### src/rtl/input_sampler_pkg.sv
// Shared types and defaults for the input_sampler debounce/qualifier block.
package input_sampler_pkg;

  typedef enum logic {
    IDLE = 1'b0,
    HOLD = 1'b1
  } state_e;

  localparam int DEF_WIDTH        = 8;
  localparam int DEF_STABLE_COUNT = 4;
  localparam int CNT_W            = 8;

endpackage

### src/rtl/input_sampler_sync_2ff.sv
// Per-bit two-flop synchroniser for raw_in; only built when INPUT_SAMPLER_SYNC_EN is defined.
module sync_2ff #(
  parameter int WIDTH = 8
) (
  input  logic             n_clock,
  input  logic             reset,
  input  logic [WIDTH-1:0] d,
  output logic [WIDTH-1:0] q
);

  logic [WIDTH-1:0] meta_d, meta_q;
  logic [WIDTH-1:0] sync_d, sync_q;

  always_comb begin
    meta_d = d;
    sync_d = meta_q;
  end

  always_ff @(posedge n_clock) begin
    if (reset) begin
      meta_q <= '0;
      sync_q <= '0;
    end else begin
      meta_q <= meta_d;
      sync_q <= sync_d;
    end
  end

  assign q = sync_q;

endmodule

### src/rtl/input_sampler.sv
// Qualifies raw_in on clk_read ticks and hands stable words to a consumer with valid/ack.
// Optional input synchroniser enabled by defining INPUT_SAMPLER_SYNC_EN.
//
//   state | meaning
//   IDLE  | no unacknowledged word; report the next stable word that differs from data_out
//   HOLD  | data_out/data_valid frozen until data_ack; new stable words flag overrun
module input_sampler
  import input_sampler_pkg::*;
#(
  parameter int WIDTH        = DEF_WIDTH,
  parameter int STABLE_COUNT = DEF_STABLE_COUNT
) (
  input  logic             n_clock,
  input  logic             reset,
  input  logic             clk_read,
  input  logic [WIDTH-1:0] raw_in,
  input  logic             data_ack,
  output logic [WIDTH-1:0] data_out,
  output logic             data_valid,
  output logic             overrun
);

  localparam logic [CNT_W-1:0] STABLE_CNT = CNT_W'(STABLE_COUNT);

  logic [WIDTH-1:0] sample;

`ifdef INPUT_SAMPLER_SYNC_EN
  sync_2ff #(.WIDTH(WIDTH)) u_sync (
    .n_clock (n_clock),
    .reset   (reset),
    .d       (raw_in),
    .q       (sample)
  );
`else
  assign sample = raw_in;
`endif

  state_e           state_d, state_q;
  logic [WIDTH-1:0] cand_d, cand_q;
  logic [CNT_W-1:0] cnt_d, cnt_q;
  logic [WIDTH-1:0] data_out_d, data_out_q;
  logic             overrun_d, overrun_q;
  logic             word_ready;

  always_comb begin
    cand_d     = cand_q;
    cnt_d      = cnt_q;
    state_d    = state_q;
    data_out_d = data_out_q;
    overrun_d  = overrun_q;
    word_ready = 1'b0;

    if (clk_read) begin
      if (sample == cand_q) begin
        if (cnt_q < STABLE_CNT) cnt_d = cnt_q + CNT_W'(1);
      end else begin
        cand_d = sample;
        cnt_d  = CNT_W'(1);
      end
    end

    // Decided on next-state values so a word is reported on the very edge it qualifies.
    word_ready = (cnt_d == STABLE_CNT) && (cand_d != data_out_q);

    case (state_q)
      IDLE: begin
        if (word_ready) begin
          data_out_d = cand_d;
          state_d    = HOLD;
        end
      end
      HOLD: begin
        if (word_ready) overrun_d = 1'b1;
        if (data_ack)   state_d   = IDLE;
      end
      default: state_d = IDLE;
    endcase
  end

  always_ff @(posedge n_clock) begin
    if (reset) begin
      state_q    <= IDLE;
      cand_q     <= '0;
      cnt_q      <= '0;
      data_out_q <= '0;
      overrun_q  <= 1'b0;
    end else begin
      state_q    <= state_d;
      cand_q     <= cand_d;
      cnt_q      <= cnt_d;
      data_out_q <= data_out_d;
      overrun_q  <= overrun_d;
    end
  end

  assign data_out   = data_out_q;
  assign data_valid = (state_q == HOLD);
  assign overrun    = overrun_q;

endmodule

### config.mk
export PLATFORM = sky130hd
export DESIGN_NAME = input_sampler
export DESIGN_NICKNAME = d
export VERILOG_FILES = /design/src/rtl/input_sampler_pkg.sv /design/src/rtl/input_sampler_sync_2ff.sv /design/src/rtl/input_sampler.sv
export SDC_FILE = /design/constraint.sdc
export NUM_CORES = 1
export LEC_CHECK = 0
export ABC_CLOCK_PERIOD_IN_PS = 2460
export BUFFER_PORTS_ARGS = -buffer_cell sky130_fd_sc_hd__buf_4
export CORE_MARGIN = 2
export CORE_UTILIZATION = 49
export DETAILED_ROUTE_END_ITERATION = 6
export GPL_TIMING_DRIVEN = 0
export MAX_ROUTING_LAYER = met4
export PLACE_DENSITY = 0.78
export SYNTH_ARGS = -nofsm -noshare
export SYNTH_HDL_FRONTEND = slang
export SYNTH_SLANG_ARGS = --single-unit
### constraint.sdc
create_clock -name n_clock -period 2.46 [get_ports n_clock]
set_input_delay 0.246 -clock n_clock [delete_from_list [all_inputs] [get_ports n_clock]]
set_output_delay 0.246 -clock n_clock [all_outputs]
set_load 0.01 [all_outputs]
Word level (Yosys, flattened, before mapping)
Cells that the tools add are included.
W data, S select, Z words.
{ "totals": {"register_bits": 26, "elab_cells": 22} }
{ "classes": {"add_sub_neg": 1, "n_eq_ne": 3, "reduce_logical": 3, "n_bitwise": 1, "mux": 8, "n_lt_le_gt_ge": 1} }
{ "ops": {"columns": ["op", "count"], "rows": [
  ["$mux W8", 5],
  ["$add A8 B1 Y8 const B", 1],
  ["$eq A8 B3 Y1 const B", 1],
  ["$eq A8 B8 Y1", 1],
  ["$lt A8 B3 Y1 const B", 1],
  ["$ne A8 B8 Y1", 1],
  ["$reduce_and A2 Y1", 2],
  ["$mux W1", 2],
  ["$pmux W1 S2", 1],
  ["$logic_and A1 B1 Y1", 1],
  ["$not A1 Y1", 1]
]} }

Longest topological paths before layout
Gate-level depths: netlist of run 1.
{ "logic_depth": {"depth_word": 8, "mapped_depth": 8, "depth_no_buf": 7} }

Least setup slack after synthesis of run 1
No wires, ideal clock.
{ "synth_path": {"path_kind": "reg2reg", "from": "register cand_q[2]", "to": "register data_out_q[0], in the netlist data_out[0]", "setup_time_ns": 0.121, "synth_period_minus_slack_ns": 2.423, "required_ns": 2.339, "path_stages_with_launch": 9, "slack_ns": 0.037, "t_arrival_ns": 2.302, "path_cell_list": "dfxtp_1 > xnor2_1 > nand4_1 > o21a_1 > buf_2 > mux2i_1 > a221o_1 > o31ai_4 > mux2_2"} }
{ "synth_between": {"elab_chain_len": 6, "elab_cells_between_ends": 9, "cone_classes": "eq/ne (3); mux (4); reduce/logical (2)"} }
{ "synth_rtl": {"columns": ["element", "line_no", "text"], "rows": [
  ["start: declaration", "input_sampler.sv:39", "logic [WIDTH-1:0] cand_d, cand_q;"],
  ["start signal: assignment", "input_sampler.sv:89", "cand_q <= cand_d;"],
  ["$eq A8 B8 Y1", "input_sampler.sv:54", "if (sample == cand_q) begin"],
  ["$mux W8", "input_sampler.sv:54", null],
  ["$mux W8", "input_sampler.sv:53", "if (clk_read) begin"],
  ["$eq A8 B3 Y1 / $ne A8 B8 Y1 (equally long branches)", "input_sampler.sv:63", "word_ready = (cnt_d == STABLE_CNT) && (cand_d != data_out_q);"],
  ["$logic_and A1 B1 Y1", "input_sampler.sv:63", null],
  ["$reduce_and A2 Y1 (no line)", null, null],
  ["end signal: assignment", "input_sampler.sv:91", "data_out_q <= data_out_d;"],
  ["end: declaration", "input_sampler.sv:41", "logic [WIDTH-1:0] data_out_d, data_out_q;"]
]} }
Parallel ways exist; a longest one is shown, timed or not.
A chain may end at the register's enable or synchronous reset.

Final worst setup path of run 1
{ "layout_path": {"from": "register cand_q[4]", "to": "register data_out_q[3], in the netlist data_out[3]"} }
The elaborated chain is that of the path after synthesis.

==> out/metrics.yaml, run 1 <==
io_pins: 22
clkSlewWorstSetupHoldPaths_ns: 0.13
dp_cells: 183
synth_cells: 132
num_vias: 1042
wire_per_inst_um: 13.73
slew_headroom_pct: 68.11
min_period_ns: 2.448
tightest_slew_ns: 0.4783
synthDistinctLibCells: 30
drive_above_1_share_pct: 38.32
cts_buffers: 3
setup_viol: 0
power.total_uw: 743.3
drc: 0
hold_class: "in2reg"
port_buffers: 21
fmax_ghz: 0.4085
cts_max_level: 1
rows: 18
start_util_pct: 51.38
antenna_found_initial: 0
avgSynthCellArea_sq_um: 9.555
synth_area_sq_um: 1261
fin_nets: 182
skew_ns: 0.007473
num_antenna_cells: 0
insertion_delay_ns: 0.32
synth-seq-cells: 26
area_growth_syn_to_layout_pct: 32.04
cts-root-buf: "clkbuf_4"
hold_violations: 0
via_per_inst: 5.289
yosys_warnings: 0
final_antenna_net_count: 0
final_cells: 197
finalSetupTns_ns: 0
grt_pass1_vias: 945
final_cell_mix: "buf_4 (30), dfxtp_1 (19), nor2_1 (11), nand2_1 (10), mux2_2 (9)"
grt_pass1_wl_um: 4119
ir_worst_vdd_uv: 388.3
place_congestion: 0.8489
core_area_sq_um: 2455
outcome: "completed"
drt_wl_total_um: 2705
p_per_area_nw_per_um2: 446.3
syn_nets: 145
die_y_um: 54.74
fin_crit_sh_pct: 99.50
final_common_cell: "buf_4"
critPathMaxFanout: 6
cts_tree: "yes"
p_leak_nw: 0.7060
die_area_sq_um: 2996
seq_area_frac_synth_pct: 41.27
cp.required_ns: 2.68
maxCapViolCount: 0
start_kind: "flop"
clk_path_buf_depth: 2
grt_max_degree: 14
first_pass_iters: 4
clkSinkCount: 26
hpwlAfterDp_um: 1866
drt_iter0_markers: 15
rsz0062_at_grt: "true"
cp-end-kind: "flop"
critPathArrivalTime_ns: 2.67
worst-r2r-setup-slack_ns: 0.01
crit_type: "reg2reg"
die_w_um: 54.74
maxSlewViolCount: 0
overflow: 0
grt_usage_pct: 20.11
power breakdown:
group | total (mW) | leakage [nW] | switching (mW) | internal, mW
Sequential | 0.441 | 0.215 | 0.0113 | 0.430
Clock | 0.177 | 0.0138 | 0.120 | 0.0574
Combinational | 0.125 | 0.477 | 0.0588 | 0.0660
metal layers:
layer | part of all wire [%] | track usage, %
met1 | 47 | 26.12
met2 | 48 | 31.75
met3 | 4.1 | 2.459
met4 | 1.4 | 7.500
met5 | 0 | -
area by class of cell:
cell class,count,area (sq um)
timing repair buffer,32,247.7
buffer,3,18.77
inverter,6,22.52
fill,184,789.5
clock buffer,3,22.52
sequential,26,539.3
multi-input combinational,97,777.0
tap,30,37.54
registers in the layout, indices dropped and copies added, names as in the netlist:
| register | cells |
|---|---|
| data_valid | 1 |
| cand_q | 8 |
| cnt_q | 8 |
| overrun | 1 |
| data_out | 8 |
Yosys cell counts:
cell type	number	area, sq um
dfxtp_1	26	520.5
nor2_1	12	45.04
nand2_1	10	37.54
xnor2_1	10	87.58
mux2_2	9	101.4
mux2i_1	9	90.09
a21oi_1	7	35.03
nor2b_1	7	43.79
inv_1	6	22.52
and2_1	5	31.28
o22ai_1	4	25.02
xor2_1	4	35.03
nand4_1	3	18.77
clkbuf_1	2	7.510
nor3_1	2	10.01
nor4_1	2	12.51
a221o_1	1	10.01
buf_2	1	5.000
ha_1	1	12.51
nand2b_1	1	6.260
nand3b_1	1	7.510
nor3b_1	1	7.510
nor4b_2	1	15.01
o21a_1	1	7.510
o21ai_0	1	5.000
o21ai_4	1	16.27
o221ai_1	1	8.760
o31ai_1	1	7.510
o31ai_4	1	21.27
or4_1	1	7.510
critical path, stage by stage, from the launching register on:
cell and delay (ns):
dfxtp_2 0.36, xnor2_1 0.14, nand4_1 0.15, buf_4 0.17, o21ai_4 0.22, buf_4 0.19
mux2i_4 0.24, o221ai_2 0.15, o31ai_4 0.21, buf_6 0.17, mux2_2 0.34
path summary, 6_finish.rpt:
kind | from | endpoint | cells after the start
min | data_ack | data_valid | 3
min reg2reg | cnt_q[6] | cnt_q[6] | 1
max reg2reg | cand_q[4] | data_out[3] | 10
max | cand_q[4] | data_out[3] | 10
timing repair:
action                                  CTS  global route
pin swaps                                 5             8
hold buffers                              0             0
endpoints found under the setup margin    9             8
gates resized for setup                   6            21
setup buffers                             8             3
gates cloned                              0             0
through the flow:
stage                     utilization, %  hold slack (ns)  instance area [sq um]  worst slack [ns]
after floorplan                        -           0.3969                   1261           0.03703
after global placement             59.33           0.4323                   1456           -0.2924
after detailed placement           59.33           0.4380                   1456           -0.3201
after CTS                          63.30           0.1728                   1554          0.006687
after global routing               67.84           0.1795                   1665          -0.09278
final                              67.84           0.1721                   1665           0.01226
logic make-up (layout without fill, tap and decap cells):
family                     count (synthesis)  count (layout)  synth area share [%]
AOI/OAI and AO/OA                         18              18                 10.81
xor gates and xnor gates                  14              14                 9.722
adders and majority gates                  1               1                0.9919
muxes                                     18              18                 15.18
buffers and inverters                      9              44                 2.777
DFF                                       26              26                 41.27
and+or+nand+nor                           46              46                 19.25
Power figures use the tool's default switching activity.
==> run 2: changes to the inputs <==
Settings changed: CTS_BUF_LIST set to sky130_fd_sc_hd__clkbuf_8 sky130_fd_sc_hd__clkbuf_16, CTS_CLUSTER_DIAMETER set to 50.
==> run 2 against run 1 <==
  * Clock power up 32%
  * Worst hold slack better by 0.065 ns
  * Final cell count up 1.5%
  * Largest cell class unchanged
==> out/metrics.yaml, run 2 (same netlist as run 1, synthesis figures left out) <==
cts_buffers: 3  # unchanged
cp-end-kind: "flop"
first_pass_iters: 4  # unchanged
maxCapViolCount: 0  # unchanged
min_period_ns: 2.435  # -0.01274 ns
switchingPower_uw: 197.9  # +4.3%
cts_hold_repair.buffers: 0  # unchanged
outcome: "completed"
cts_tree: "yes"
skew_ns: 0.004267  # -0.003206 ns
cts-root-buf: "clkbuf_8"
fin_crit_sh_pct: 98.98  # -0.52 points
critical_path.most_common_cell: "buf_4"
num_antenna_cells: 0  # unchanged
crit_chain: "xnor2_2 -> nand4_1 -> buf_4 -> o21ai_4 -> buf_6 -> mux2i_1 -> a221o_1 -> o31ai_4 -> buf_4 -> mux2_2"
wire_per_inst_um: 14.88  # +8.3%
port_buffers: 21  # unchanged
seq_power_share_pct: 54.7  # -4.7 points
overflow: 0  # unchanged
grt_pass1_wl_um: 4133  # +0.34%
clkSlewWorstSetupHoldPaths_ns: 0.08  # -0.05 ns
fin_nets: 185  # +1.6%
start_kind: "flop"
cp_slowest_stage_delay_ns: 0.35  # about the same
clkSinkCount: 26  # unchanged
rsz0062_at_grt: "true"
critPathMaxFanout: 5  # -1
crit_type: "reg2reg"
fillCellCount: 180  # -2.2%
num_vias: 1064  # +2.1%
cp.required_ns: 2.62  # -0.06 ns
die_y_um: 54.74  # unchanged
die_area_sq_um: 2996  # unchanged
start_util_pct: 51.38  # unchanged
drt_iter0_markers: 5  # -10
hpwlAfterDp_um: 1866  # unchanged
place_congestion: 0.8489  # unchanged
grt_usage_pct: 20.34  # +0.23 points
io_pins: 22  # unchanged
insertion_delay_ns: 0.27  # -0.05 ns
hold_violations: 0  # unchanged
die_w_um: 54.74  # unchanged
p_leak_nw: 0.7470  # +5.8%
via_per_inst: 5.320  # +0.58%
slowest_stage: "dfxtp_2"
finalSetupTns_ns: 0  # unchanged
area_growth_syn_to_layout_pct: 37.20
final_cell_mix: "buf_4 (33), dfxtp_1 (19), nor2_1 (11), nand2_1 (10)"
switching_share_pct: 24.51  # -1.0 points
fmax_ghz: 0.4107  # +0.52%
power_frac_clock_pct: 28.9  # +5.1 points
rows: 18  # unchanged
slew_headroom_pct: 67.09  # -1.0 points
p_int_uw: 609.4  # +10%
multi_input_comb_area_sq_um: 803.3  # +3.4%
tightest_slew_ns: 0.4936  # +0.01527 ns
drc: 0  # unchanged
maxSlewViolCount: 0  # unchanged
hold_class: "in2reg"
final_common_cell: "buf_4"
p_per_area_nw_per_um2: 466.5  # +4.5%
grt_max_degree: 14  # unchanged
placed_cell_area_sq_um: 1456  # unchanged
critPathArrivalTime_ns: 2.59  # -0.08 ns
setup_viol: 0  # unchanged
register_area_sq_um: 536.8  # -0.46%
p_comb_share_pct: 16.4  # -0.4 points
ir_worst_vdd_uv: 388.2  # about the same
clk_path_buf_depth: 2  # unchanged
design_area_sq_um: 1730  # +3.9%
grt_pass1_vias: 938  # -0.74%
final_antenna_net_count: 0  # unchanged
core_area_sq_um: 2455  # unchanged
cts_max_level: 1  # unchanged
drive_above_1_share_pct: 40.00  # +1.7 points
drt_wl_total_um: 2975  # +10%
antenna_found_initial: 0  # unchanged
==> run 2: changes by cell type in the layout (fill, tap and decap cells not counted) <==
cell and delta:
mux2_2 -6, mux2_4 +6, buf_4 +3, clkbuf_4 -3, clkbuf_8 +3, dfxtp_2 +1, dfxtp_4 -1, or4_1 -1
or4_4 +1
==> run 2: repair_timing <==
| action | in CTS | in global routing |
|---|---|---|
| resized for setup | 3 | 30 |
| buffers inserted | 8 | 6 |
| endpoints found under the setup margin | 9 | 8 |
| cloned | 0 | 0 |
| pin swaps | 5 | 11 |
==> run 2: path summary, 6_finish.rpt <==
path	depth (start not counted)	end	start	slack, ns
setup reg to reg	10	data_out[0]	cand_q[3]	0.03
hold / removal	3	data_valid	data_ack	0.24
setup / recovery	10	data_out[0]	cand_q[3]	0.03
hold reg to reg	1	cnt_q[4]	cnt_q[4]	0.47
==> run 2: cell type report <==
class                   count  share of cell area [%]
multi-input cells          97                   46.42
flip-flops and latches     26                   31.02
inverters                   6                   1.302
repair buffers             35                   15.62
well taps                  30                   2.169
plain buffers               3                   1.085
clock buffers               3                   2.386
==> run 2: through the flow <==
step / utilization [%] / hold slack (ns) / instances / power (mW) / setup slack [ns]
after floorplan: - / 0.3969 / 132 / 0.5128 / 0.03703
after global placement: 59.33 / 0.4323 / 183 / 0.5447 / -0.2924
after detailed placement: 59.33 / 0.4380 / 183 / 0.5479 / -0.3201
after CTS: 64.02 / 0.2362 / 194 / 0.7831 / 0.01627
after global routing: 70.49 / 0.2445 / 200 / 0.8407 / -0.07488
final: 70.49 / 0.2373 / 200 / 0.8073 / 0.02500
==> run 2: worst max-delay path, delay by kind of cell (launching register included) <==
kind                   cells  cell delay [ns]
AO/OA/AOI/OAI              3             0.82
buffers and inverters      3             0.47
multiplexers               2             0.40
flip-flops                 1             0.35
XOR/XNOR                   1             0.15
AND/OR/NAND/NOR            1             0.14
==> run 2: layer usage <==
metal | up-vias | GRT usage (%) | wire length (um)
met3 | 5 | 3.279 | 92
met2 | 21 | 31.55 | 1539
met5 | - | - | 0
met4 | 0 | 7.500 | 38
met1 | 503 | 26.46 | 1305
li1 | 535 | - | -
==> run 2: power by group through the flow <==
stage | sequential (mW) | clock [mW] | combinational, mW
floorplan | 0.448 | 0 | 0.0648
global placement | 0.449 | 0 | 0.0956
detailed placement | 0.450 | 0 | 0.0984
CTS | 0.440 | 0.236 | 0.107
global route | 0.443 | 0.255 | 0.143
finish | 0.441 | 0.233 | 0.133
